===== src/rtl/vga_timing_pkg.sv =====
// Shared definitions for the VGA timing pipeline: standard mode constants,
// the delay-line stage record and small elaboration-time helpers.
`timescale 1ns / 1ps

package vga_timing_pkg;

    // 1024x768 @ 60 Hz (65 MHz pixel clock)
    localparam int XGA_H_VISIBLE = 1024;
    localparam int XGA_H_FRONT   = 24;
    localparam int XGA_H_SYNC    = 136;
    localparam int XGA_H_BACK    = 144;
    localparam int XGA_V_VISIBLE = 768;
    localparam int XGA_V_FRONT   = 3;
    localparam int XGA_V_SYNC    = 6;
    localparam int XGA_V_BACK    = 29;
    localparam bit XGA_HSYNC_POL = 1'b0;
    localparam bit XGA_VSYNC_POL = 1'b0;

    // 640x480 @ 60 Hz (25.175 MHz pixel clock)
    localparam int VGA_H_VISIBLE = 640;
    localparam int VGA_H_FRONT   = 16;
    localparam int VGA_H_SYNC    = 96;
    localparam int VGA_H_BACK    = 48;
    localparam int VGA_V_VISIBLE = 480;
    localparam int VGA_V_FRONT   = 10;
    localparam int VGA_V_SYNC    = 2;
    localparam int VGA_V_BACK    = 33;
    localparam bit VGA_HSYNC_POL = 1'b0;
    localparam bit VGA_VSYNC_POL = 1'b0;

    // One delay-line entry: visibility plus raw (active-high) sync flags.
    typedef struct packed {
        logic valid;
        logic hsync;
        logic vsync;
    } sync_stage_t;

    // Blank entry: not visible, neither sync active.
    localparam sync_stage_t BLANK_STAGE = '{valid: 1'b0, hsync: 1'b0, vsync: 1'b0};

    // Length of one line (or frame) in pixels (or lines).
    function automatic int total_len(input int visible, input int front,
                                     input int sync, input int back);
        return visible + front + sync + back;
    endfunction

    // Width of a packed {R,G,B} pixel word.
    function automatic int pix_width(input int r_w, input int g_w, input int b_w);
        return r_w + g_w + b_w;
    endfunction

endpackage


===== src/rtl/vga_axis_counter.sv =====
// Single-axis timing counter: counts 0..TOTAL-1 while enabled and decodes
// the visible region and the raw (active-high) sync window of the current count.
`timescale 1ns / 1ps

module vga_axis_counter
    import vga_timing_pkg::*;
#(
    parameter int VISIBLE = 1024,
    parameter int FRONT   = 24,
    parameter int SYNC    = 136,
    parameter int BACK    = 144,
    parameter int CNT_W   = 11
) (
    input  logic             i_clk,
    input  logic             i_rst,
    input  logic             i_en,
    output logic [CNT_W-1:0] o_cnt,
    output logic             o_first,
    output logic             o_last,
    output logic             o_visible,
    output logic             o_sync
);

    localparam int               TOTAL      = total_len(VISIBLE, FRONT, SYNC, BACK);
    localparam logic [CNT_W-1:0] LAST       = CNT_W'(TOTAL - 1);
    localparam logic [CNT_W-1:0] VIS_END    = CNT_W'(VISIBLE);
    localparam logic [CNT_W-1:0] SYNC_BEGIN = CNT_W'(VISIBLE + FRONT);
    localparam logic [CNT_W-1:0] SYNC_END   = CNT_W'(VISIBLE + FRONT + SYNC);

    logic [CNT_W-1:0] r_cnt;

    // Position counter: advance on enable, wrap from TOTAL-1 back to 0.
    always_ff @(posedge i_clk) begin
        // NOTE: state is updated with non-blocking assignments so every register
        // samples pre-edge values and simulation order cannot change behaviour.
        if (i_rst) begin
            r_cnt <= '0;
        end else if (i_en) begin
            r_cnt <= (r_cnt == LAST) ? '0 : r_cnt + CNT_W'(1);
        end
    end

    assign o_cnt     = r_cnt;
    assign o_first   = (r_cnt == '0);
    assign o_last    = (r_cnt == LAST);
    assign o_visible = (r_cnt < VIS_END);
    assign o_sync    = (r_cnt >= SYNC_BEGIN) && (r_cnt < SYNC_END);

endmodule


===== src/rtl/vga_timing_pipe.sv =====
// VGA timing generator with a pixel-request port: requests go out PIX_LATENCY
// pixel-cycles ahead, and sync/blank are delayed so returning pixel data lines up.
`timescale 1ns / 1ps

module vga_timing_pipe
    import vga_timing_pkg::*;
#(
    parameter int H_VISIBLE   = XGA_H_VISIBLE,
    parameter int H_FRONT     = XGA_H_FRONT,
    parameter int H_SYNC      = XGA_H_SYNC,
    parameter int H_BACK      = XGA_H_BACK,
    parameter int V_VISIBLE   = XGA_V_VISIBLE,
    parameter int V_FRONT     = XGA_V_FRONT,
    parameter int V_SYNC      = XGA_V_SYNC,
    parameter int V_BACK      = XGA_V_BACK,
    parameter bit HSYNC_POL   = XGA_HSYNC_POL,
    parameter bit VSYNC_POL   = XGA_VSYNC_POL,
    parameter int PIX_LATENCY = 2,
    parameter int CNT_W       = 11,
    parameter int R_W         = 3,
    parameter int G_W         = 3,
    parameter int B_W         = 2
) (
    input  logic                     FCLK,
    input  logic                     RST_IN,
    input  logic                     PIX_CE,
    output logic [CNT_W-1:0]         REQ_X,
    output logic [CNT_W-1:0]         REQ_Y,
    output logic                     REQ_VALID,
    output logic                     LINE_START,
    output logic                     FRAME_START,
    input  logic [R_W+G_W+B_W-1:0]   PIXEL_DATA,
    output logic                     DISPLAY_EN,
    output logic                     HSYNC,
    output logic                     VSYNC,
    output logic [R_W-1:0]           R,
    output logic [G_W-1:0]           G,
    output logic [B_W-1:0]           B
);

    localparam int PIX_W = pix_width(R_W, G_W, B_W);

    logic [CNT_W-1:0] w_h_cnt;
    logic [CNT_W-1:0] w_v_cnt;
    logic             w_h_first;
    logic             w_h_last;
    logic             w_h_visible;
    logic             w_h_sync;
    logic             w_v_first;
    logic             w_v_visible;
    logic             w_v_sync;
    logic             w_unused_v_last;

    // Horizontal axis advances every pixel-cycle.
    vga_axis_counter #(
        .VISIBLE (H_VISIBLE),
        .FRONT   (H_FRONT),
        .SYNC    (H_SYNC),
        .BACK    (H_BACK),
        .CNT_W   (CNT_W)
    ) u_h_cnt (
        .i_clk     (FCLK),
        .i_rst     (RST_IN),
        .i_en      (PIX_CE),
        .o_cnt     (w_h_cnt),
        .o_first   (w_h_first),
        .o_last    (w_h_last),
        .o_visible (w_h_visible),
        .o_sync    (w_h_sync)
    );

    // Vertical axis advances only when the horizontal axis wraps; frame end is
    // implied by the (0,0) decode, so its last-line flag is not needed.
    vga_axis_counter #(
        .VISIBLE (V_VISIBLE),
        .FRONT   (V_FRONT),
        .SYNC    (V_SYNC),
        .BACK    (V_BACK),
        .CNT_W   (CNT_W)
    ) u_v_cnt (
        .i_clk     (FCLK),
        .i_rst     (RST_IN),
        .i_en      (PIX_CE && w_h_last),
        .o_cnt     (w_v_cnt),
        .o_first   (w_v_first),
        .o_last    (w_unused_v_last),
        .o_visible (w_v_visible),
        .o_sync    (w_v_sync)
    );

    logic [CNT_W-1:0] r_req_x;
    logic [CNT_W-1:0] r_req_y;
    logic             r_line_start;
    logic             r_frame_start;
    sync_stage_t      r_req;

    // Request stage: publish the current position and its raw timing flags.
    always_ff @(posedge FCLK) begin
        if (RST_IN) begin
            r_req_x       <= '0;
            r_req_y       <= '0;
            r_line_start  <= 1'b0;
            r_frame_start <= 1'b0;
            r_req         <= BLANK_STAGE;
        end else if (PIX_CE) begin
            r_req_x       <= w_h_cnt;
            r_req_y       <= w_v_cnt;
            r_line_start  <= w_h_first;
            r_frame_start <= w_h_first && w_v_first;
            r_req         <= '{valid: w_h_visible && w_v_visible,
                               hsync: w_h_sync,
                               vsync: w_v_sync};
        end
    end

    sync_stage_t r_dly [PIX_LATENCY];
    sync_stage_t w_dly_out;

    // Delay line: hold timing flags for PIX_LATENCY pixel-cycles while the
    // source fetches the requested pixel.
    always_ff @(posedge FCLK) begin
        // NOTE: this small shift register is reset, unlike a RAM, so the first
        // pixels after reset come out blank instead of replaying an old frame.
        if (RST_IN) begin
            for (int i = 0; i < PIX_LATENCY; i++) begin
                r_dly[i] <= BLANK_STAGE;
            end
        end else if (PIX_CE) begin
            r_dly[0] <= r_req;
            for (int i = 1; i < PIX_LATENCY; i++) begin
                r_dly[i] <= r_dly[i-1];
            end
        end
    end

    assign w_dly_out = r_dly[PIX_LATENCY-1];

    logic [PIX_W-1:0] w_rgb_next;

    // Colour is forced to black outside the visible area.
    always_comb begin
        // NOTE: default first so every path assigns and no latch is inferred.
        w_rgb_next = '0;
        if (w_dly_out.valid) begin
            w_rgb_next = PIXEL_DATA;
        end
    end

    logic             r_display_en;
    logic             r_hsync;
    logic             r_vsync;
    logic [PIX_W-1:0] r_rgb;

    // Output register: sample pixel data together with its delayed timing.
    always_ff @(posedge FCLK) begin
        if (RST_IN) begin
            r_display_en <= 1'b0;
            r_hsync      <= ~HSYNC_POL;
            r_vsync      <= ~VSYNC_POL;
            r_rgb        <= '0;
        end else if (PIX_CE) begin
            r_display_en <= w_dly_out.valid;
            r_hsync      <= ~(w_dly_out.hsync ^ HSYNC_POL);
            r_vsync      <= ~(w_dly_out.vsync ^ VSYNC_POL);
            r_rgb        <= w_rgb_next;
        end
    end

    assign REQ_X       = r_req_x;
    assign REQ_Y       = r_req_y;
    assign REQ_VALID   = r_req.valid;
    assign LINE_START  = r_line_start;
    assign FRAME_START = r_frame_start;
    assign DISPLAY_EN  = r_display_en;
    assign HSYNC       = r_hsync;
    assign VSYNC       = r_vsync;
    assign R           = r_rgb[PIX_W-1 -: R_W];
    assign G           = r_rgb[G_W+B_W-1 -: G_W];
    assign B           = r_rgb[B_W-1:0];

endmodule


===== config.mk =====
export PLATFORM = sky130hd
export DESIGN_NAME = vga_timing_pipe
export DESIGN_NICKNAME = d
export VERILOG_FILES = /design/src/rtl/vga_timing_pkg.sv /design/src/rtl/vga_axis_counter.sv /design/src/rtl/vga_timing_pipe.sv
export SDC_FILE = /design/constraint.sdc
export NUM_CORES = 1
export LEC_CHECK = 0
export CORE_ASPECT_RATIO = 1.2
export CORE_MARGIN = 2
export CORE_UTILIZATION = 59
export CTS_BUF_LIST = sky130_fd_sc_hd__clkbuf_4
export CTS_CLUSTER_DIAMETER = 150
export DETAILED_ROUTE_END_ITERATION = 8
export HOLD_SLACK_MARGIN = 0.12
export MAX_ROUTING_LAYER = met4
export PLACE_DENSITY = 0.88
export RECOVER_POWER = 100
export SLEW_MARGIN = 0
export SYNTH_ARGS = -nofsm -noshare
export SYNTH_HDL_FRONTEND = slang
export SYNTH_SLANG_ARGS = --single-unit

===== constraint.sdc =====
create_clock -name FCLK -period 2.7 [get_ports FCLK]
set_input_delay 0.54 -clock FCLK [delete_from_list [all_inputs] [get_ports FCLK]]
set_output_delay 0.54 -clock FCLK [all_outputs]
set_load 0.02 [all_outputs]

Word level (Yosys, flattened, before mapping)
Memory sizes are Yosys's and may differ from the RTL's.
Cells that the tools add are included.
W data, S select, Z words.

word-level totals
  memories = 1
  logic and storage cells = 45
  register bits = 60
  output and inout port bits = 36
  RAM bits = 6

memories
  memory  words  width  rd ports  clocked after memory_dff  write ports  line                    RTL
  r_dly   2      3      2         0                         2            vga_timing_pipe.sv:116  sync_stage_t r_dly [PIX_LATENCY];

operators by class
  mux-type cells = 10
  reductions and logical operators = 7
  eq/ne operators = 2
  order comparisons = 6
  bitwise gates (word level) = 4
  add/sub/neg operators = 2

operators by type and width
  cell                     count
  $add A11 B1 Y11 const B  2
  $logic_not A11 Y1        2
  $lt A11 B10 Y1 const B   2
  $lt A11 B11 Y1 const B   2
  $mux W11                 2
  $eq A11 B10 Y1 const B   1
  $eq A11 B11 Y1 const B   1
  $ge A11 B10 Y1 const B   1
  $ge A11 B11 Y1 const B   1
  $mux W8                  1
  $mux W3                  2
  $logic_and A1 B1 Y1      5
  $mux W1                  5
  $not A1 Y1               2
  $or A1 B1 Y1             2

Longest topological paths before layout
Gate-level depths: netlist of the first run.

  depth after elaboration = 4
  depth in mapped cells = 6

By module
A second synthesis of the first run with hierarchy kept.

second synthesis, totals
  cells, all modules = 295
  area, all modules = 2912.8 um2

by module, submodules not included
  module                       area each (um2)  instances  cells an instance
  vga_timing_pipe              1665.3           1          152
  vga_axis_counter at u_v_cnt  638.1            1          72
  vga_axis_counter at u_h_cnt  609.3            1          71

Worst setup path after synthesis of the first run
No wires, ideal clock.

  kind = register to register
  from = register u_h_cnt.r_cnt[0], in the netlist u_h_cnt.o_cnt[0]
  to = register u_v_cnt.r_cnt[5], in the netlist u_v_cnt.o_cnt[5]
  data arrival time = 1.772 ns
  period minus slack after synthesis = 1.842 ns
  data required time = 2.630 ns
  buffers on the path = 0
  stages on the path, launching flop included = 6
  path slack = 0.858 ns
  cell sequence = dfxtp_1 > ha_1 > nor4b_4 > nand4_2 > or4_1 > a21oi_1

on the way
  longest elaborated chain between the ends = 2

RTL lines
  what                    line                    RTL
  start, declared         vga_axis_counter.sv:30  logic [CNT_W-1:0] r_cnt;
  start signal, assigned  vga_axis_counter.sv:39  r_cnt <= (r_cnt == LAST) ? '0 : r_cnt + CNT_W'(1);
  $eq A11 B11 Y1          vga_axis_counter.sv:45  assign o_last = (r_cnt == LAST);
  $logic_and A1 B1 Y1     vga_timing_pipe.sv:83   .i_en (PIX_CE && w_h_last),
  end signal, assigned    vga_axis_counter.sv:39
  end, declared           vga_axis_counter.sv:30

No other way between the ends.
A chain may end at the register's enable or synchronous reset.

Worst setup path after layout of the first run
  from = register u_h_cnt.r_cnt[0], in the netlist u_h_cnt.o_cnt[0]
  to = register u_v_cnt.r_cnt[6], in the netlist u_v_cnt.o_cnt[6]

The elaborated chain is that of the path after synthesis.

==> results.md, run 1 <==
* Clock skew after layout at ~0.017 ns
* Unrepaired setup endpoints after global routing: false
* I/O pin total at 47
* Status: complete, no violations
* WP data required at ~3 ns
* Synth area leader: dfxtp_1
* Leak at 1.37 nW
* Count of flip-flops with a built-in enable after synthesis at 6
* Maxcap violations at 0
* Synthesized-area fraction occupied by xor and xnor cells at 0.0349
* Synth Register Bits at 66
* Later-pin clock latency in the skew report at approximately 0.41 ns
* Fin cells at 400
* Net total in the final layout at approximately 350
* Initial DRT Pass Iterations at 5
* Setup tns final at 0 ns
* Fin worst setup slack at about 0.54 ns
* Clock tree from TritonCTS: built
* Mean instance size in the synthesized netlist at between 9 and 10 µm²
* Die height at between 70 and 80 µm
* Effective utilization at floorplan at 0.606
* Class of the most critical hold timing path: flip-flop to flip-flop
* Post-synthesis compound-gate area fraction at 0.0829
* Setup violators final at 0
* Total wirelength of the detailed-routed design at a little under 6000 µm
* Cell internal power dissipation at 1.46 mW
* Top fanout value on the critical path at 9
* Logic gate share of total power at 0.062
* Most numerous cell types in the synthesized netlist: 60 x dfxtp_1, 51 x nor2_1, 22 x mux2i_1, 20 x nand2_1, 14 x a21oi_1
* Number of antenna-violating nets in the routed design at 0
* # Post-CTS Setup Buffers at 0
* Share of the yosys chip area belonging to registers at 0.500
* Slew Limit Fails at 0
* Cell at the root of the clock tree: clkbuf_4
* Floorplan die area at ~0.0052 mm²
* Hold Violations, Final at 0
* Vias in the first global route at a little over 2000
* Buffer levels on the longest clock path at 2
* FILL cells at 331
* Via-per-instance ratio at roughly 5.7
* # placed instances at between 300 and 400
* Synthesized instance count at roughly 290
* Aggregate global-route resource usage at 0.246
* GPL Wtd Cong at around 0.94
* Core region area at between 0.004 and 0.005 mm²
* Origin of the worst min-delay path: r_req[1]$_SDFFE_PP0P_
* Post-synthesis instance area at around 0.0028 mm²
* PortBufs at between 40 and 50
* Area of placed instances at roughly 0.0032 mm²
* GRT overflow at 0
* Hold-fix buffers at CTS at 0
* Fraction of synthesis flops using an asynchronous set or reset pin at 0
* Detailed Place HPWL at ~4000 µm
* Final worst path period share at 0.801
* Proportion of power drawn by flip-flops and latches at 0.543
* Total number of vias at ~2300
* Drt wl/cell at between 10 and 15 µm
* Synthesized-area fraction occupied by and/or/nand/nor cells at 0.231
* Worst slew margin at 0.324
* Switching part of the total at 0.220
* YS warnings at 0
* Fraction of layout cells with a size suffix above 1 at 0.0585
* Syn_nets at between 300 and 400
* Top cells by area, synth: dfxtp_1 43%, mux2i_1 8.0%, nor2_1 6.9%
* Antenna diodes at 0
* DP Worst Slack at approximately 0.67 ns
* Maximum achievable frequency at around 0.46 GHz
* Critical path class: flip-flop to flip-flop
* Peak supply drop at about 0.00051 V
* DRC Markers at 0
* Portion of total power attributed to the clock network at 0.395
* Power spent charging and discharging nets at about 0.41 mW
* Power density cells at between 500 and 600 mW/mm²
* # resized after CTS at 0
* Total non-filler cell area in the finished layout at 0.00336 mm²
* Setup crit start kind: flip-flop
* Number of H-tree levels at 3
* Fraction of the mapped netlist area in adder cells at 0.0226
* Element type at the critical path end: flip-flop
* Clock transition at path regs at around 0.11 ns
* Library cell with the highest instance count after synthesis: dfxtp_1
* Initial antenna violation count at 0
* Transition time of the tightest slew-check pin at 1.01 ns
* Area share of the largest cell type after synthesis at 0.435
* Most frequently used flop master after synthesis: dfxtp_1
* Worst setup path startpoint: u_h_cnt.o_cnt[0]$_SDFFE_PP0P_
* Die X at around 66 µm
* First-pass GRT wire length at around 9500 µm
* Number of placement rows at 27
* Post-synthesis to final-layout area growth at 21.6%
* CTS Sinks at 66
* Number of violations reported at the end of detailed-routing iteration 0 at approximately 140
* Fin crit period at between 2 and 2.5 ns
* Mux share of post-synthesis cell area at 0.0797
* Count of distinct cell types in the synthesized netlist at 40
* Largest family of logic cells by synthesized area: simple AND/OR/NAND/NOR gates
* Launch instance of the worst register-to-register path: u_h_cnt.o_cnt[0]$_SDFFE_PP0P_
* Endpoint arrival time on the critical path at between 2 and 2.5 ns
* Largest net degree at the start of global routing at 22
* Number of buffers created by CTS at 9
==> state kept, by name (all words and copies together) (netlist names) <==
signal and count:
r_rgb 8, DISPLAY_EN 1, LINE_START 1, FRAME_START 1, REQ_X 11, REQ_VALID 1, u_h_cnt.o_cnt 11, VSYNC 1
REQ_Y 11, HSYNC 1, r_dly 6, u_v_cnt.o_cnt 11, r_req 2
==> cells by family (layout without fill, tap and decap cells) <==
kind of cell | after synthesis | count (layout)
flip-flops | 66 | 66
XOR/XNOR | 11 | 11
AO/OA/AOI/OAI | 37 | 37
adder cells (fa/ha/maj) | 5 | 5
multiplexers | 22 | 22
AND/OR/NAND/NOR | 126 | 126
buffers and inverters | 26 | 75
==> layout make-up <==
class | count | area, µm² | area share
Tap cell | 58 | 72.6 | 0.0216
Timing Repair Buffer | 52 | 484 | 0.144
Sequential cell | 66 | 1380 | 0.411
Clock inverter | 4 | 68.8 | 0.0205
Inverter | 7 | 26.3 | 0.00782
Clock buffer | 12 | 90.1 | 0.0268
Multi-Input combinational cell | 201 | 1240 | 0.368
==> through the flow <==
step / hold slack [ns] / util / power (mW)
after floorplan: 0.415 / - / 1.11
after global placement: 0.428 / 0.708 / 1.16
after detailed placement: 0.430 / 0.708 / 1.16
after CTS: 0.446 / 0.743 / 1.88
after global routing: 0.476 / 0.737 / 1.93
final: 0.446 / 0.737 / 1.87
==> worst max-delay path: stages, from the launching register on <==
cell and delay [ns]:
dfxtp_1 0.42, ha_1 0.26, nor4b_4 0.30, nand4_1 0.33, o21bai_1 0.63, a21oi_1 0.10
==> power by group through the flow <==
stage	Sequential [mW]	Combinational, mW	Clock, mW
after floorplan	1.05	0.0606	0
after global placement	1.04	0.120	0
after detailed placement	1.04	0.123	0
after CTS	1.02	0.123	0.742
after global routing	1.02	0.126	0.790
final	1.02	0.116	0.738
==> placed cells by master, fill, tap and decap left out, drive strengths merged, types with 6 or more instances in the layout <==
cell            n
inv             7
edfxtp          6
nor2           51
dfxtp          60
a22oi           8
dlygate4sd3    37
clkbuf         17
nand2          20
mux2i          22
nand4          11
nand3           9
clkdlybuf4s50   8
a21oi          14
xnor2           6
and2            9
or3             6
o21ai           8
==> layer usage <==
layer / vias up / global-route usage / share of wire
li1: 1116 / - / -
met1: 1076 / 0.299 / 0.43
met2: 65 / 0.380 / 0.51
met3: 13 / 0.0425 / 0.040
met4: 0 / 0.145 / 0.027
met5: - / - / 0
==> final timing paths <==
kind                                   end  slack (ns)  cells past startpoint
min                  r_req[1]$_SDFFE_PP0P_        0.45                      2
max          u_v_cnt.o_cnt[6]$_SDFFE_PP0P_        0.54                      5
min reg2reg          r_req[1]$_SDFFE_PP0P_        0.45                      2
max reg2reg  u_v_cnt.o_cnt[6]$_SDFFE_PP0P_        0.54                      5
No activity file was read; power rests on OpenSTA's default activity.
==> run 2, diff against run 1 <==
--- a/config.mk
+++ b/config.mk
@@ -7,13 +7,13 @@
 export LEC_CHECK = 0
 export CORE_ASPECT_RATIO = 1.2
 export CORE_MARGIN = 2
-export CORE_UTILIZATION = 59
+export CORE_UTILIZATION = 54
 export CTS_BUF_LIST = sky130_fd_sc_hd__clkbuf_4
 export CTS_CLUSTER_DIAMETER = 150
 export DETAILED_ROUTE_END_ITERATION = 8
 export HOLD_SLACK_MARGIN = 0.12
 export MAX_ROUTING_LAYER = met4
-export PLACE_DENSITY = 0.88
+export PLACE_DENSITY = 0.81
 export RECOVER_POWER = 100
 export SLEW_MARGIN = 0
 export SYNTH_ARGS = -nofsm -noshare
==> constraint.sdc (replaced) <==
create_clock -name FCLK -period 2.05 [get_ports FCLK]
set_input_delay 0.41 -clock FCLK [delete_from_list [all_inputs] [get_ports FCLK]]
set_output_delay 0.41 -clock FCLK [all_outputs]
set_load 0.02 [all_outputs]
==> results.md, run 2 (synthesis results as in run 1) <==
* PortBufs at 46 (unchanged)
* Cell depth of the worst flop-to-flop path at 5 (unchanged)
* Capture point of the critical path: REQ_Y[10]
* Area of placed instances at 0.00333 mm² (+3.1%)
* Fin crit period at 1.87 ns
* Leak at 1.44 nW (+5.2%)
* Hold Violations, Final at 0 (unchanged)
* Vias in the first global route at 2135 (+4.9%)
* Leading cell type in the layout, fill and taps excluded: dfxtp_1
* Status: complete, no violations
* Element type at the critical path end: output pin
* Net total in the final layout at 368 (+4.2%)
* Cells along the critical path: dlygate4sd3_1
* Initial DRT Pass Iterations at 5 (unchanged)
* Die X at 69.3 µm (+4.3%)
* Power density cells at 670 mW/mm² (+21%)
* Peak supply drop at 0.000387 V (-25%)
* Minimum hold slack at 0.449 ns (+0.00235 ns)
* CTS Sinks at 66 (unchanged)
* Cell depth of the worst hold path at 2 (unchanged)
* Number of placement rows at 28 (+3.7%)
* Total number of vias at 2273 (+0.13%)
* Crit. path cell count at 1 (-4)
* Total non-filler cell area in the finished layout at 0.00346 mm² (+3.0%)
* Largest stage delay on the critical path at 0.69 ns (+0.06 ns)
* Initial antenna violation count at 0 (unchanged)
* Number of H-tree levels at 3 (unchanged)
* Portion of total power attributed to the clock network at 0.355 (-0.040)
* Setup violators final at 0 (unchanged)
* Number of violations reported at the end of detailed-routing iteration 0 at 191 (+33%)
* Post-synthesis to final-layout area growth at 25.3%
* Later-pin clock latency in the skew report at 0.41 ns (about the same)
* Logic gate share of total power at 0.069 (+0.007)
* Proportion of power drawn by flip-flops and latches at 0.576 (+0.033)
* First-pass GRT wire length at 9830 µm (+3.3%)
* Aggregate global-route resource usage at 0.225 (-0.0209)
* Unrepaired setup endpoints after global routing: false
* Top fanout value on the critical path at 2 (-7)
* GPL Wtd Cong at 0.976 (+3.8%)
* Clock skew after layout at 0.0137 ns (-0.00346 ns)
* DP Worst Slack at 0.128 ns (-0.538 ns)
* Cell internal power dissipation at 1.78 mW (+22%)
* Buffer and inverter count on the worst path at 1 (+1)
* Antenna diodes at 0 (unchanged)
* Top cell family by delay on the critical path: buffers and inverters
* Terminus of the critical flop-to-flop path: u_v_cnt.o_cnt[5]$_SDFFE_PP0P_
* Core region area at 0.00494 mm² (+8.3%)
* Fraction of layout cells with a size suffix above 1 at 0.101 (+0.0424)
* Launch instance of the worst register-to-register path: u_h_cnt.o_cnt[1]$_SDFFE_PP0P_
* Critical path class: flip-flop to output pin
* Maximum achievable frequency at roughly 0.53 GHz
* Buffer levels on the longest clock path at 2 (unchanged)
* DRC Markers at 0 (unchanged)
* Power spent charging and discharging nets at 0.539 mW (+31%)
* Floorplan die area at 0.00571 mm² (+8.7%)
* Via-per-instance ratio at 5.45 (-3.9%)
* Number of buffers created by CTS at 9 (unchanged)
* Drt wl/cell at 13.9 µm (-4.4%)
* Worst setup path startpoint: REQ_Y[10]$_SDFFE_PP0P_
* GRT overflow at 0 (unchanged)
* Clock transition at path regs at 0.10 ns (about the same)
* # placed instances at 399 (+3.9%)
* Slew Limit Fails at 0 (unchanged)
* Setup crit start kind: flip-flop
* Detailed Place HPWL at 4260 µm (+4.8%)
* I/O pin total at 47 (unchanged)
* Final worst path period share at 0.914
* Maxcap violations at 0 (unchanged)
* Endpoint arrival time on the critical path at 1.46 ns (-0.98 ns)
* Clock tree from TritonCTS: built
* Switching part of the total at 0.232 (+0.0122)
* Commonest non-fill, non-tap cells in the layout: 59 x dfxtp_1, 51 x nor2_1, 37 x dlygate4sd3_1
* Effective utilization at floorplan at 0.559 (-0.0465)
* Cell with the biggest individual delay on the critical path: dlygate4sd3_1
* Fin cells at 417 (+4.3%)
* Fin worst setup slack at 0.176 ns (-0.360 ns)
* Cell at the root of the clock tree: clkbuf_4
* Post-layout power at 2.32 mW (+24%)
* Total wirelength of the detailed-routed design at 5790 µm (-0.34%)
* Number of antenna-violating nets in the routed design at 0 (unchanged)
* Class of the most critical hold timing path: flip-flop to flip-flop
* Worst slew margin at 0.485 (+0.161)
* Die height at 82.4 µm (+4.3%)
* Flop-to-flop setup slack at 0.22 ns (-0.32 ns)
* Final core utilization at 0.701 (-0.0360)
* FILL cells at 388 (+17%)
* Transition time of the tightest slew-check pin at 0.772 ns (-0.242 ns)
* Setup tns final at 0 ns (unchanged)
* Largest net degree at the start of global routing at 15 (-32%)
* WP data required at 1.64 ns (-1.33 ns)
[run 2: worst min-delay path by stage]
stage,from,endpoint,slack [ns]
2_1_floorplan,r_req[1]$_SDFFE_PP0P_,r_req[1]$_SDFFE_PP0P_,0.41
3_3_place_gp,r_req[1]$_SDFFE_PP0P_,r_req[1]$_SDFFE_PP0P_,0.43
3_5_place_dp,r_req[1]$_SDFFE_PP0P_,r_req[1]$_SDFFE_PP0P_,0.44
4_1_cts,r_req[1]$_SDFFE_PP0P_,r_req[1]$_SDFFE_PP0P_,0.45
5_1_grt,PIX_CE,u_h_cnt.o_cnt[1]$_SDFFE_PP0P_,0.48
6_report,r_req[1]$_SDFFE_PP0P_,r_req[1]$_SDFFE_PP0P_,0.45
[run 2: power by group through the flow]
stage                     Clock, mW  Combinational [mW]  Sequential [mW]
after floorplan                   0              0.0798             1.38
after global placement            0               0.165             1.37
after detailed placement          0               0.168             1.37
after CTS                     0.848               0.168             1.34
after global routing          0.905               0.174             1.34
final                         0.823               0.160             1.34
[run 2: area by class of cell]
| class | count | area [µm²] | area share |
|---|---|---|---|
| sequential | 66 | 1380 | 0.399 |
| inverter | 7 | 26.3 | 0.00759 |
| clock buffer | 11 | 82.6 | 0.0239 |
| clock inverter | 5 | 46.3 | 0.0134 |
| tap | 60 | 75.1 | 0.0217 |
| timing repair buffer | 67 | 594 | 0.172 |
| multi-input combinational | 201 | 1250 | 0.362 |
[run 2: repair_timing]
action                                  4_1_cts  5_1_grt
endpoints found under the setup margin        0        9
gates resized for setup                       0        2
setup buffers                                 0        2
endpoints found under the hold margin         0        0
hold buffers                                  0        0
[run 2: routing by layer]
layer	part of all wire	global-route usage	vias to the layer above
met4	0.021	0.110	0
met5	0	-	-
met2	0.49	0.363	70
li1	-	-	1139
met3	0.052	0.0534	13
met1	0.44	0.267	1051
